--- src/rtl/fifo36_to_ll8.sv ---
// Drains 36-bit packet FIFO words and serialises them into an 8-bit link-layer
// byte stream with SOF/EOF, dropping and counting words that break framing.
module fifo36_to_ll8 #(
    parameter bit BIG_ENDIAN = 1'b1,
    parameter int ERR_W      = 16
) (
    input  logic             clk,
    input  logic             arst_n,
    input  logic             clear,
    input  logic [35:0]      f36_datain,
    input  logic             f36_src_rdy_i,
    output logic             f36_dst_rdy_o,
    output logic [7:0]       ll_data,
    output logic             ll_sof,
    output logic             ll_eof,
    output logic             ll_src_rdy,
    input  logic             ll_dst_rdy,
    output logic             err_pulse,
    output logic [ERR_W-1:0] err_count,
    output logic             busy
);

    typedef enum logic {
        ST_IDLE   = 1'b0,
        ST_IN_PKT = 1'b1
    } state_t;

    state_t           r_state;
    state_t           w_state_nxt;

    logic [31:0]      r_hold_data;
    logic             r_hold_sof;
    logic             r_hold_eof;
    logic [1:0]       r_hold_occ;
    logic             r_hold_valid;
    logic [1:0]       r_byte_idx;
    logic             r_err_pulse;
    logic [ERR_W-1:0] r_err_count;

    logic [1:0]       w_last_idx;
    logic             w_last_byte;
    logic             w_ll_xfer;
    logic             w_f36_xfer;
    logic             w_in_sof;
    logic             w_in_eof;
    logic             w_load;
    logic             w_err;
    logic [1:0]       w_lane;

    function automatic logic [ERR_W-1:0] sat_inc(input logic [ERR_W-1:0] v);
        if (v == {ERR_W{1'b1}})
            return v;
        return v + {{(ERR_W-1){1'b0}}, 1'b1};
    endfunction

    function automatic logic [7:0] pick_byte(input logic [31:0] d, input logic [1:0] lane);
        case (lane)
            2'd0:    return d[7:0];
            2'd1:    return d[15:8];
            2'd2:    return d[23:16];
            default: return d[31:24];
        endcase
    endfunction

    // occ only shortens the final word of a packet; occ==0 means all four bytes
    assign w_last_idx  = (r_hold_eof && (r_hold_occ != 2'd0)) ? (r_hold_occ - 2'd1) : 2'd3;
    assign w_last_byte = (r_byte_idx == w_last_idx);
    assign w_ll_xfer   = r_hold_valid & ll_dst_rdy;

    // A new word may be taken on the same cycle the last byte leaves, keeping full rate
    assign f36_dst_rdy_o = ~clear & (~r_hold_valid | (w_ll_xfer & w_last_byte));
    assign w_f36_xfer    = f36_src_rdy_i & f36_dst_rdy_o;
    assign w_in_sof      = f36_datain[32];
    assign w_in_eof      = f36_datain[33];

    always_comb begin
        w_state_nxt = r_state;
        w_load      = 1'b0;
        w_err       = 1'b0;
        if (w_f36_xfer) begin
            case (r_state)
                ST_IDLE: begin
                    if (w_in_sof) begin
                        w_load      = 1'b1;
                        w_state_nxt = w_in_eof ? ST_IDLE : ST_IN_PKT;
                    end else begin
                        w_err = 1'b1;
                    end
                end
                ST_IN_PKT: begin
                    // SOF here truncates the open packet but still starts the new one
                    w_load      = 1'b1;
                    w_err       = w_in_sof;
                    w_state_nxt = w_in_eof ? ST_IDLE : ST_IN_PKT;
                end
                default: w_state_nxt = ST_IDLE;
            endcase
        end
    end

    always_ff @(posedge clk or negedge arst_n) begin
        if (!arst_n)
            r_state <= ST_IDLE;
        else if (clear)
            r_state <= ST_IDLE;
        else
            r_state <= w_state_nxt;
    end

    always_ff @(posedge clk or negedge arst_n) begin
        if (!arst_n) begin
            r_hold_valid <= 1'b0;
            r_byte_idx   <= 2'd0;
            r_err_pulse  <= 1'b0;
            r_err_count  <= '0;
        end else if (clear) begin
            r_hold_valid <= 1'b0;
            r_byte_idx   <= 2'd0;
            r_err_pulse  <= 1'b0;
        end else begin
            r_err_pulse <= w_err;
            if (w_err)
                r_err_count <= sat_inc(r_err_count);
            if (w_load) begin
                r_hold_valid <= 1'b1;
                r_byte_idx   <= 2'd0;
            end else if (w_ll_xfer) begin
                if (w_last_byte) begin
                    r_hold_valid <= 1'b0;
                    r_byte_idx   <= 2'd0;
                end else begin
                    r_byte_idx <= r_byte_idx + 2'd1;
                end
            end
        end
    end

    // Payload needs no reset: every use of it is qualified by r_hold_valid
    always_ff @(posedge clk) begin
        if (w_load) begin
            r_hold_data <= f36_datain[31:0];
            r_hold_sof  <= w_in_sof;
            r_hold_eof  <= w_in_eof;
            r_hold_occ  <= f36_datain[35:34];
        end
    end

    assign w_lane     = BIG_ENDIAN ? ~r_byte_idx : r_byte_idx;
    assign ll_src_rdy = r_hold_valid;
    assign ll_data    = r_hold_valid ? pick_byte(r_hold_data, w_lane) : 8'h00;
    assign ll_sof     = r_hold_valid & r_hold_sof & (r_byte_idx == 2'd0);
    assign ll_eof     = r_hold_valid & r_hold_eof & w_last_byte;
    assign err_pulse  = r_err_pulse;
    assign err_count  = r_err_count;
    assign busy       = (r_state == ST_IN_PKT);

endmodule

--- config.mk ---
export PLATFORM = sky130hd
export DESIGN_NAME = fifo36_to_ll8
export DESIGN_NICKNAME = d
export VERILOG_FILES = /design/src/rtl/fifo36_to_ll8.sv
export SDC_FILE = /design/constraint.sdc
export NUM_CORES = 1
export LEC_CHECK = 0
export CAP_MARGIN = 0
export CORE_MARGIN = 2
export CORE_UTILIZATION = 45
export CTS_CLUSTER_SIZE = 40
export DETAILED_ROUTE_END_ITERATION = 10
export PLACE_DENSITY = 0.8
export SLEW_MARGIN = 20
export SYNTH_ARGS = -nofsm -noshare
export SYNTH_HDL_FRONTEND = slang
export SYNTH_SLANG_ARGS = --single-unit
--- constraint.sdc ---
create_clock -name clk -period 6.85 [get_ports clk]
set_input_delay 1.37 -clock clk [delete_from_list [all_inputs] [get_ports clk]]
set_output_delay 1.37 -clock clk [all_outputs]
set_load 0.005 [all_outputs]
==> flow_summary.toml <==
[run_status]
status = "completed"

[power_and_ir_drop]
power_density_mw_per_mm2 = 248
p_leak_nw = 1.35
ir_drop_uv = 162
fin_total_pwr_mw = 0.894

[critical_path]
end_kind = "output pin"
cp_slowest_cell = "clkdlybuf4s50_1"
cp_top_family = "buffers and inverters"
reg2reg_depth = 7
slowest_delay_ns = 0.61
critPathKind = "in2out"
cp_common_cell = "clkdlybuf4s50_1"
worst-path-stages = 4
cp.arrival_ns = 2.94
crit_chain = "clkdlybuf4s50_1 -> nor2b_1 -> a311oi_2 -> clkdlybuf4s50_1"
path_max_fanout = 8
critPathLaunchType = "input port"
crit_required_ns = 5.48
critPathBufInv = 2

[place]
port_buffers = 70
dp_hpwl_mm = 4.09
placed_cell_area_mm2 = 0.00337
place.gp.congestion = 0.806

[cells_and_area]
multi_input_area_um2 = 933
register_area_mm2 = 0.00161
final_cell_area_mm2 = 0.00360
diodes = 0
syn_to_final_growth_pct = 37.9
drive_gt1_frac = 0.0893
fin_nets = 324
final_util = 0.650
fillCellCount = 443

[grt]
antenna_found_initial = 0
grt_usage = 0.192
grt_pass1_vias = 1882
overflow = 0
grt_max_degree = 37
grt_pass1_wl_mm = 9.16

[die]
rows = 27
ios = 71
die_area_mm2 = 0.00643
fp.dieH_um = 80.2
die_w_um = 80.2
core_area_mm2 = 0.00554
start_util = 0.471

[yosys]
ys_warn_count = 0
seq_area_frac_synth = 0.615
synthCells = 202
async_flop_share = 0.368
syn_avg_cell_area_um2 = 12.9
synth_edf_count = 36
ys_ff_latch = 57
syn_nets = 251
synth.distinct_cells = 39
synth_flop_cell = "edfxtp_1"
synth_area_mm2 = 0.00261

[clock_network]
cts_root_buffer = "clkbuf_8"
cts_sinks = 57
tritoncts = "yes"
cts_max_path_buffers = 2
htreeDepth = 3
clk_pin_slew_ns = 0.06
insertion_delay_ns = 0.33
hold_buffers = 0
post_cts_buffers = 0
cts_buffers = 9
post_cts_resized = 0

[drt]
drc_errors = 0
wl_per_cell_um = 16.8
antenna_left = 0
first_iter_violations = 144
drtPass1Iterations = 6
vias = 1945
wirelength_mm = 5.93
via_per_inst = 5.53

[sta]
setup_viol = 0
grt_setup_unrepaired = "no"
fin_setup_tns_ns = 0
drv_slew = 0
finalCriticalPeriod_ns = 4.31
finalHoldViolations = 0
holdWs_ns = 0.502
finalClockSkew_ns = 0.00604
fmax_ghz = 0.232
slew_headroom = 0.366
period_share = 0.629
tightest_slew_ns = 0.948

[worst_hold_path]
holdCritPathClass = "reg2reg"
hold_depth = 1

[flow_run]
max-cap-violations = 0
## kinds of logic after synthesis
family | Yosys count | share of synthesized area
adders and majority gates | 8 | 0.0383
muxes | 3 | 0.0144
buffers and inverters | 17 | 0.0273
and+or+nand+nor | 74 | 0.160
AOI/OAI and AO/OA | 29 | 0.0982
DFF | 57 | 0.615
xor gates and xnor gates | 14 | 0.0470
## layout by cell type (no fill, tap or decap), types with 7 or more instances in the layout
cell             instances
clkdlybuf4s50_1         70
edfxtp_1                36
dfrtp_1                 21
nand2_1                 18
xnor2_1                 13
and2_1                   9
clkbuf_8                 9
inv_1                    8
a222oi_1                 8
o21ai_0                  8
nand3_1                  8
nand4_1                  8
ha_1                     8
and3_1                   7
## power breakdown
part	switching (mW)	internal, mW	total (mW)	leakage (nW)
sequential	0.0210	0.389	0.410	0.614
clock	0.132	0.240	0.372	0.114
combinational	0.0405	0.0713	0.112	0.626
## registers in the layout, indices dropped and copies added (netlist names)
name	flops
err_pulse	1
r_hold_eof	1
r_hold_occ	2
ll_src_rdy	1
err_count	16
r_byte_idx	2
r_hold_sof	1
busy	1
r_hold_data	32
## worst paths after layout
kind / from / end / slack (ns)
hold / removal: err_count[12] / err_count[12] / 0.50
hold reg to reg: err_count[12] / err_count[12] / 0.50
max in group asynchronous: arst_n / err_count[2] / 4.70
setup / recovery: ll_dst_rdy / f36_dst_rdy_o / 2.54
setup reg to reg: r_hold_occ[0] / r_hold_data[17] / 4.42
min in group asynchronous: arst_n / busy / 1.57
## metrics by stage
step,setup slack (ns),instances
6_report,2.54,352
2_1_floorplan,3.67,202
3_5_place_dp,2.54,336
3_3_place_gp,2.57,336
4_1_cts,2.53,352
5_1_grt,2.43,352
## worst reg2reg max path: stages (launching register included)
cell      delay, ns
edfxtp_1       0.39
inv_1          0.06
ha_1           0.32
nor2_1         0.16
o211ai_1       0.17
a311oi_2       0.36
and3_1         0.19
buf_4          0.40
## synth_stat cells, types with 2 or more instances
| cell type | n | area [um2] |
|---|---|---|
| a21oi_1 | 2 | 10.0 |
| a222oi_1 | 8 | 80.1 |
| a311oi_1 | 2 | 17.5 |
| and2_1 | 9 | 56.3 |
| and3_1 | 7 | 43.8 |
| and4bb_2 | 2 | 25.0 |
| clkbuf_1 | 8 | 30.0 |
| dfrtp_1 | 21 | 526 |
| edfxtp_1 | 36 | 1080 |
| ha_1 | 8 | 100 |
| inv_1 | 8 | 30.0 |
| mux2_2 | 2 | 22.5 |
| nand2_1 | 18 | 67.6 |
| nand2b_1 | 5 | 31.3 |
| nand3_1 | 8 | 40.0 |
| nand4_1 | 8 | 50.1 |
| nor2_1 | 5 | 18.8 |
| nor2b_1 | 2 | 12.5 |
| nor3_1 | 2 | 10.0 |
| nor4_1 | 2 | 12.5 |
| o211ai_1 | 2 | 15.0 |
| o21ai_0 | 8 | 40.0 |
| xnor2_1 | 13 | 114 |
## final cells by class
cell class | instances | share of cell area
sequential | 57 | 0.446
multi-input combinational | 128 | 0.259
timing repair buffer | 71 | 0.197
clock buffer | 10 | 0.0354
clock inverter | 6 | 0.0295
tap | 72 | 0.0250
inverter | 8 | 0.00834
## metal layers
layer	part of all wire	routed length, um	global-route usage	vias up
met5	0	0	0	-
met1	0.43	2540	0.245	944
li1	-	-	-	906
met2	0.47	2770	0.300	87
met3	0.088	521	0.0596	8
met4	0.016	97	0.0831	0
(Power assumes the default switching activity.)
